==> config.mk <==
export PLATFORM = sky130hd
export DESIGN_NAME = relu_maxpool_28_2_32
export DESIGN_NICKNAME = d
export VERILOG_FILES = /design/src/rtl/nn_stream_pkg.sv /design/src/rtl/fifo2_stream.sv /design/src/rtl/relu_maxpool_28_2_32.sv
export SDC_FILE = /design/constraint.sdc
export NUM_CORES = 1
export LEC_CHECK = 0
export CORE_AREA = 10 10 162 164
export DETAILED_ROUTE_END_ITERATION = 10
export DIE_AREA = 0 0 172 174
export GPL_ROUTABILITY_DRIVEN = 1
export GPL_TIMING_DRIVEN = 0
export PLACE_DENSITY_LB_ADDON = 0.1
export SLEW_MARGIN = 25
export SYNTH_ARGS = -nofsm -noshare
export SYNTH_HDL_FRONTEND = slang
export SYNTH_SLANG_ARGS = --single-unit
==> constraint.sdc <==
create_clock -name clk -period 8.2 [get_ports clk]
set_clock_uncertainty 0.05 [all_clocks]
set_input_delay 1.23 -clock clk [delete_from_list [all_inputs] [get_ports clk]]
set_output_delay 1.23 -clock clk [all_outputs]
set_load 0.03 [all_outputs]
==> src/rtl/nn_stream_pkg.sv <==
// rtl/nn_stream_pkg.sv - shared types and helpers for the nn stream stages
package nn_stream_pkg;

    // Default sample width shared by the conv and pool stages.
    localparam int unsigned DATA_W = 32;

    typedef logic signed [DATA_W-1:0] data_t;

    // Counter width able to hold values 0..n-1 (at least one bit).
    function automatic int unsigned cnt_width(input int unsigned n);
        int unsigned w;
        w = 1;
        while ((64'd1 << w) < 64'(n)) begin
            w = w + 1;
        end
        return w;
    endfunction

endpackage

==> src/rtl/fifo2_stream.sv <==
// rtl/fifo2_stream.sv - two-entry first-word-fall-through FIFO
module fifo2_stream #(
    parameter int WIDTH = 32
) (
    input  logic             clk,
    input  logic             rst_n,
    input  logic             push_i,
    input  logic [WIDTH-1:0] push_data_i,
    input  logic             pop_i,
    output logic [WIDTH-1:0] head_o,
    output logic [1:0]       count_o
);

    logic [WIDTH-1:0] head_q, head_d;
    logic [WIDTH-1:0] tail_q, tail_d;
    logic [1:0]       count_q, count_d;

    // Next-state: head always holds the oldest entry, tail the younger one.
    always_comb begin
        head_d  = head_q;
        tail_d  = tail_q;
        count_d = count_q;
        case ({push_i, pop_i})
            2'b10: begin
                if (count_q == 2'd0) begin
                    head_d = push_data_i;
                end else begin
                    tail_d = push_data_i;
                end
                count_d = count_q + 2'd1;
            end
            2'b01: begin
                head_d  = tail_q;
                count_d = count_q - 2'd1;
            end
            2'b11: begin
                if (count_q == 2'd1) begin
                    head_d = push_data_i;
                end else begin
                    head_d = tail_q;
                    tail_d = push_data_i;
                end
            end
            default: ;
        endcase
    end

    // Storage and occupancy registers.
    always_ff @(posedge clk or negedge rst_n) begin
        if (!rst_n) begin
            head_q  <= '0;
            tail_q  <= '0;
            count_q <= 2'd0;
        end else begin
            head_q  <= head_d;
            tail_q  <= tail_d;
            count_q <= count_d;
        end
    end

    assign head_o  = head_q;
    assign count_o = count_q;

endmodule

==> src/rtl/relu_maxpool_28_2_32.sv <==
// rtl/relu_maxpool_28_2_32.sv - ReLU plus non-overlapping 1-D max-pool stream stage
module relu_maxpool_28_2_32
    import nn_stream_pkg::*;
#(
    parameter int L    = 28,
    parameter int W    = 2,
    parameter int T    = DATA_W,
    parameter int RELU = 1
) (
    input  logic                clk,
    input  logic                reset,
    input  logic signed [T-1:0] s_data_in_x,
    input  logic                s_valid_x,
    output logic                s_ready_x,
    output logic signed [T-1:0] m_data_out_y,
    output logic                m_valid_y,
    input  logic                m_ready_y
);

    localparam int NUMOUT = L / W;
    localparam int WW     = cnt_width(W);
    localparam int PW     = cnt_width(L + 1);

    localparam logic [WW-1:0] WIN_LAST = WW'(W - 1);
    localparam logic [PW-1:0] POS_LAST = PW'(L - 1);
    // Positions at or beyond this index belong to a discarded partial window.
    localparam logic [PW-1:0] POS_FULL = PW'(NUMOUT * W);

    logic [WW-1:0]       win_cnt_q, win_cnt_d;
    logic [PW-1:0]       pos_cnt_q, pos_cnt_d;
    logic signed [T-1:0] run_max_q, run_max_d;

    logic                in_fire;
    logic                out_fire;
    logic signed [T-1:0] cand;
    logic signed [T-1:0] pooled;
    logic                push;
    logic [1:0]          fifo_count;
    logic [T-1:0]        fifo_head;

    assign in_fire  = s_valid_x && s_ready_x;
    assign out_fire = m_valid_y && m_ready_y;

    // First element of a window starts the running max; later ones compare signed.
    assign cand   = (win_cnt_q == '0) ? s_data_in_x
                  : ((s_data_in_x > run_max_q) ? s_data_in_x : run_max_q);
    assign pooled = ((RELU != 0) && cand[T-1]) ? '0 : cand;

    // Window / position bookkeeping for each accepted sample.
    always_comb begin
        win_cnt_d = win_cnt_q;
        pos_cnt_d = pos_cnt_q;
        run_max_d = run_max_q;
        push      = 1'b0;
        if (in_fire) begin
            if (win_cnt_q == WIN_LAST) begin
                push      = (pos_cnt_q < POS_FULL);
                win_cnt_d = '0;
            end else begin
                run_max_d = cand;
                win_cnt_d = win_cnt_q + WW'(1);
            end
            if (pos_cnt_q == POS_LAST) begin
                pos_cnt_d = '0;
                win_cnt_d = '0;
            end else begin
                pos_cnt_d = pos_cnt_q + PW'(1);
            end
        end
    end

    // Window state registers; reset discards any partial vector.
    always_ff @(posedge clk or negedge reset) begin
        if (!reset) begin
            win_cnt_q <= '0;
            pos_cnt_q <= '0;
            run_max_q <= '0;
        end else begin
            win_cnt_q <= win_cnt_d;
            pos_cnt_q <= pos_cnt_d;
            run_max_q <= run_max_d;
        end
    end

    fifo2_stream #(
        .WIDTH (T)
    ) u_fifo (
        .clk         (clk),
        .rst_n       (reset),
        .push_i      (push),
        .push_data_i (pooled),
        .pop_i       (out_fire),
        .head_o      (fifo_head),
        .count_o     (fifo_count)
    );

    // Ready depends only on FIFO occupancy, never on m_ready_y.
    assign s_ready_x    = (fifo_count != 2'd2);
    assign m_valid_y    = (fifo_count != 2'd0);
    assign m_data_out_y = fifo_head;

endmodule

==> metrics.md, run 1 <==
| Metric | Value |
|---|---|
| Status | `complete, no violations` |
| CTS root buf | `sky130_fd_sc_hd__clkbuf_16` |
| Most used standard cells in the synthesized netlist | `sky130_fd_sc_hd__dfrtp_1, sky130_fd_sc_hd__o21ai_0, sky130_fd_sc_hd__a21oi_1` |
| Count of flip-flops with a built-in enable after synthesis | `0` |
| R2r setup slk | `4340 ps` |
| Post-place instance area | `0.00675 mm²` |
| Source of the worst hold timing path | `pos_cnt_q[1]$_DFFE_PN0P_` |
| Kind of path behind the tightest hold check | `flop to flop` |
| Post-route worst setup slack | `3750 ps` |
| Synthesis Warnings | `0` |
| Initial antenna violation count | `0` |
| Worst Setup Path Type | `primary input to flop` |
| IO Port Bufs | `68` |
| RSZ-0062 raised after global routing | `false` |
| TritonCTS buffer count | `9` |
| Power density over the cells | `408 mW/mm²` |
| Max Clk Rate | `225 MHz` |
| Ports | `70` |
| DR vias | `4941` |
| Worst setup EP type | `flop` |
| Initial cell density of the core | `0.246` |
| TritonCTS clock tree | `yes` |
| Post-CTS Hold Fix Bufs | `0` |
| Iteration count of the initial detailed-routing pass | `5` |
| Placeable core region | `0.0231 mm²` |
| CTS Buffer Depth | `2` |
| Cells on Worst Hold Path | `2` |
| Actual transition at the worst max-transition pin | `778 ps` |
| Number of setup violations in the final report | `0` |
| Number of global-route vias before repair | `5225` |
| Most used flip-flop cell after synthesis | `sky130_fd_sc_hd__dfrtp_1` |
| Hold Fails Final Rpt | `0` |
| Max_cap viols | `0` |
| Pin count of the biggest net entering global routing | `63` |
| Endpoint of the worst register-to-register path | `u_fifo.head_o[7]$_DFFE_PN0P_` |
| Max H-tree Level | `3` |
| Total gr overflow | `0` |
| Worst Setup Start Kind | `primary input` |
| Total setup buffers inserted after CTS | `0` |
| #FFs+latches synth | `102` |
| Synth Net Count | `678` |
| Number of vias per cell | `5.05` |
| Relative max-transition margin | `0.479` |
| Height of the die | `174 µm` |
| Horizontal die dimension | `172 µm` |
| Ratio of cells with drive above 1 in the final layout | `0.0451` |
| Net count reported at finish | `758` |
| Number of filler cells placed in the layout | `2420` |
| Post-route cell area | `0.00710 mm²` |
| Sequential cell area fraction in the yosys report | `0.449` |
| Total of cells resized after clock tree synthesis | `0` |
| Clock network latency to the later pin of the worst-skew pair | `360 ps` |
| Count of different cell masters after synthesis | `39` |
| Worst Path Arrival | `4680 ps` |
| Library cell occupying the most area in the post-synthesis netlist | `sky130_fd_sc_hd__dfrtp_1` |
| Post-route fraction of the period consumed by the critical path | `0.542` |
| Total Die Area | `0.0299 mm²` |
| Final period demand of the worst path | `4450 ps` |
| VDD IR-drop max | `0.000136 V` |
| Antenna Cells | `0` |
| First-pass GRT wire length | `30900 µm` |
| RD Place Congestion | `0.776` |
| Overall power consumption | `0.00290 W` |
| Compound-gate portion of the synthesized area | `0.234` |
| Detailed Place HPWL | `13500 µm` |
| Count of nets left with antenna violations after detail routing | `0` |
| Share of synthesized cell area in full adder, half adder and majority cells | `0.0859` |
| Dominant combinational cell family by area after synthesis | `compound AO/OA/AOI/OAI gates` |
| Residual DRC count | `0` |
| CTS sink cnt | `102` |
| Area growth, synth to finish | `25.0%` |
| Most frequent cell after synthesis | `sky130_fd_sc_hd__dfrtp_1` |
| Number of cells on the worst reg-to-reg path | `13` |
| Rows | `56` |
| Synth Area in XOR/XNOR | `0.00308` |
| Fraction of registers with async set or reset after synthesis | `1.00` |
| Post-Place Setup Slack | `3380 ps` |
| Number of pins with negative max-slew slack in the final report | `0` |
| Hold path endpoint | `pos_cnt_q[1]$_DFFE_PN0P_` |
| Total routing resource utilization after global routing | `0.132` |
| Lkg Pwr | `2.99 nW` |
| Post-synthesis instance total | `603` |
| Required time of the critical path | `8430 ps` |
| Simple-gate share of the synthesized area | `0.159` |
| Worst Hold Slack | `458 ps` |
| Clock edge transition at the registers on the reported setup and hold paths | `70 ps` |
| Start of the worst register-to-register path | `u_fifo.count_o[0]$_DFFE_PN0P_` |
| Netlist Area Pre-Place | `0.00568 mm²` |
| Maximum fanout along the worst path | `10` |
| FF/Latch Area | `0.00255 mm²` |
| Mean instance size in the synthesized netlist | `9.42 µm²` |
| Wire per inst | `19.8 µm` |
| Setup TNS | `0 ps` |
| Fraction of synthesized area in multiplexers | `0.00573` |
| Area contributors post-synth | `sky130_fd_sc_hd__dfrtp_1, sky130_fd_sc_hd__ha_1, sky130_fd_sc_hd__o21ai_0` |
| Aggregate routed wire length | `19300 µm` |
| Area used by multi-input combinational logic | `0.00278 mm²` |
| DRC violation total after the first TritonRoute iteration | `410` |
| Proportion of netlist area held by the largest area contributor | `0.449` |
registers in the layout, indices dropped and copies added (netlist names):
| name | count |
|---|---|
| win_cnt_q | 1 |
| u_fifo.tail_q | 31 |
| pos_cnt_q | 5 |
| run_max_q | 32 |
| u_fifo.count_o | 2 |
| u_fifo.head_o | 31 |
worst max path at each step:
stage	startpoint	end	slack (ps)	cells after the start
floorplan	s_valid_x	u_fifo.head_o[0]$_DFFE_PN0P_	4850	10
global placement	reset	u_fifo.head_o[6]$_DFFE_PN0P_	1400	1
detailed placement	s_valid_x	u_fifo.head_o[7]$_DFFE_PN0P_	3380	11
CTS	s_valid_x	u_fifo.head_o[7]$_DFFE_PN0P_	3760	11
global route	s_valid_x	u_fifo.head_o[7]$_DFFE_PN0P_	3400	11
finish	s_valid_x	u_fifo.head_o[7]$_DFFE_PN0P_	3750	11
metrics by stage:
| stage | util | std cells |
|---|---|---|
| after CTS | 0.307 | 978 |
| after detailed placement | 0.292 | 962 |
| final | 0.307 | 978 |
| after global placement | 0.291 | 961 |
| after global routing | 0.307 | 978 |
| after floorplan | - | 603 |
per-layer routing:
metal | vias up | GRT usage | share of wire
met3 | 24 | 0.0195 | 0.047
li1 | 2342 | - | -
met5 | - | 0 | 0
met1 | 2449 | 0.178 | 0.47
met4 | 0 | 0.0489 | 0.023
met2 | 126 | 0.208 | 0.46
critical path: stages:
cell and delay (ps):
sky130_fd_sc_hd__clkdlybuf4s50_1 460, sky130_fd_sc_hd__nand2_1 160, sky130_fd_sc_hd__a311oi_1 580, sky130_fd_sc_hd__ha_1 320, sky130_fd_sc_hd__a21oi_1 190, sky130_fd_sc_hd__nor3_1 250, sky130_fd_sc_hd__nand4b_1 150, sky130_fd_sc_hd__o2bb2ai_1 360
sky130_fd_sc_hd__clkbuf_1 560, sky130_fd_sc_hd__a221oi_1 220, sky130_fd_sc_hd__a21oi_1 200
layout make-up:
class                      instances  area share
sequential                       102       0.359
timing repair buffer              69      0.0999
inverter                          44      0.0233
tap                              290      0.0511
multi-input combinational        416       0.391
clock buffer                      13      0.0366
buffer                            41      0.0259
clock inverter                     3      0.0127
kinds of logic after synthesis:
| family | count (synthesis) |
|---|---|
| xor+xnor | 2 |
| compound gates | 200 |
| simple gates | 171 |
| flops | 102 |
| fa+ha+maj | 39 |
| mux | 3 |
| other cells | 1 |
| buf+inv | 85 |
power by group:
group	internal, W	total, W	switching [W]
clock network	0.000316	0.000515	0.000199
logic	0.000554	0.00146	0.000902
registers	0.000757	0.000926	0.000169
cells in the final DEF, fill, tap and decap left out, types with 2 or more instances in the layout:
cell type                           n
sky130_fd_sc_hd__clkdlybuf4s50_1   67
sky130_fd_sc_hd__a221oi_1          32
sky130_fd_sc_hd__clkbuf_16          9
sky130_fd_sc_hd__buf_2              3
sky130_fd_sc_hd__nand3_1            5
sky130_fd_sc_hd__buf_6              4
sky130_fd_sc_hd__nor3b_1           30
sky130_fd_sc_hd__a21o_1             4
sky130_fd_sc_hd__nor2b_1           32
sky130_fd_sc_hd__dfrtp_1          102
sky130_fd_sc_hd__o21ai_1            3
sky130_fd_sc_hd__nand2_1           47
sky130_fd_sc_hd__nor3_1             6
sky130_fd_sc_hd__a221o_1           30
sky130_fd_sc_hd__clkbuf_1          35
sky130_fd_sc_hd__bufinv_16          3
sky130_fd_sc_hd__xnor2_1            2
sky130_fd_sc_hd__mux2_2             2
sky130_fd_sc_hd__nand4_1            8
sky130_fd_sc_hd__o21ai_0           71
sky130_fd_sc_hd__nand2b_1           3
sky130_fd_sc_hd__ha_1              39
sky130_fd_sc_hd__inv_1             43
sky130_fd_sc_hd__clkbuf_8           2
sky130_fd_sc_hd__nor2_1            37
sky130_fd_sc_hd__a21oi_1           51
No activity file was read; power rests on OpenSTA's default activity.
==> run 2, diff against run 1 <==
==> constraint.sdc (replaced) <==
create_clock -name clk -period 4.3 [get_ports clk]
set_clock_uncertainty 0.05 [all_clocks]
set_input_delay 0.645 -clock clk [delete_from_list [all_inputs] [get_ports clk]]
set_output_delay 0.645 -clock clk [all_outputs]
set_load 0.03 [all_outputs]
==> results of run 2 <==
The final DEF is identical to that of run 1. Status: complete, no violations.
Among the figures that moved: setup slack after placement 3380 ps -> 60.6 ps; setup slack after layout 3750 ps -> 438 ps; hold slack 458 ps -> 155 ps; register-to-register setup slack 4340 ps -> 440 ps; total power 0.00290 W -> 0.00552 W; worst IR drop on VDD 0.000136 V -> 0.000259 V
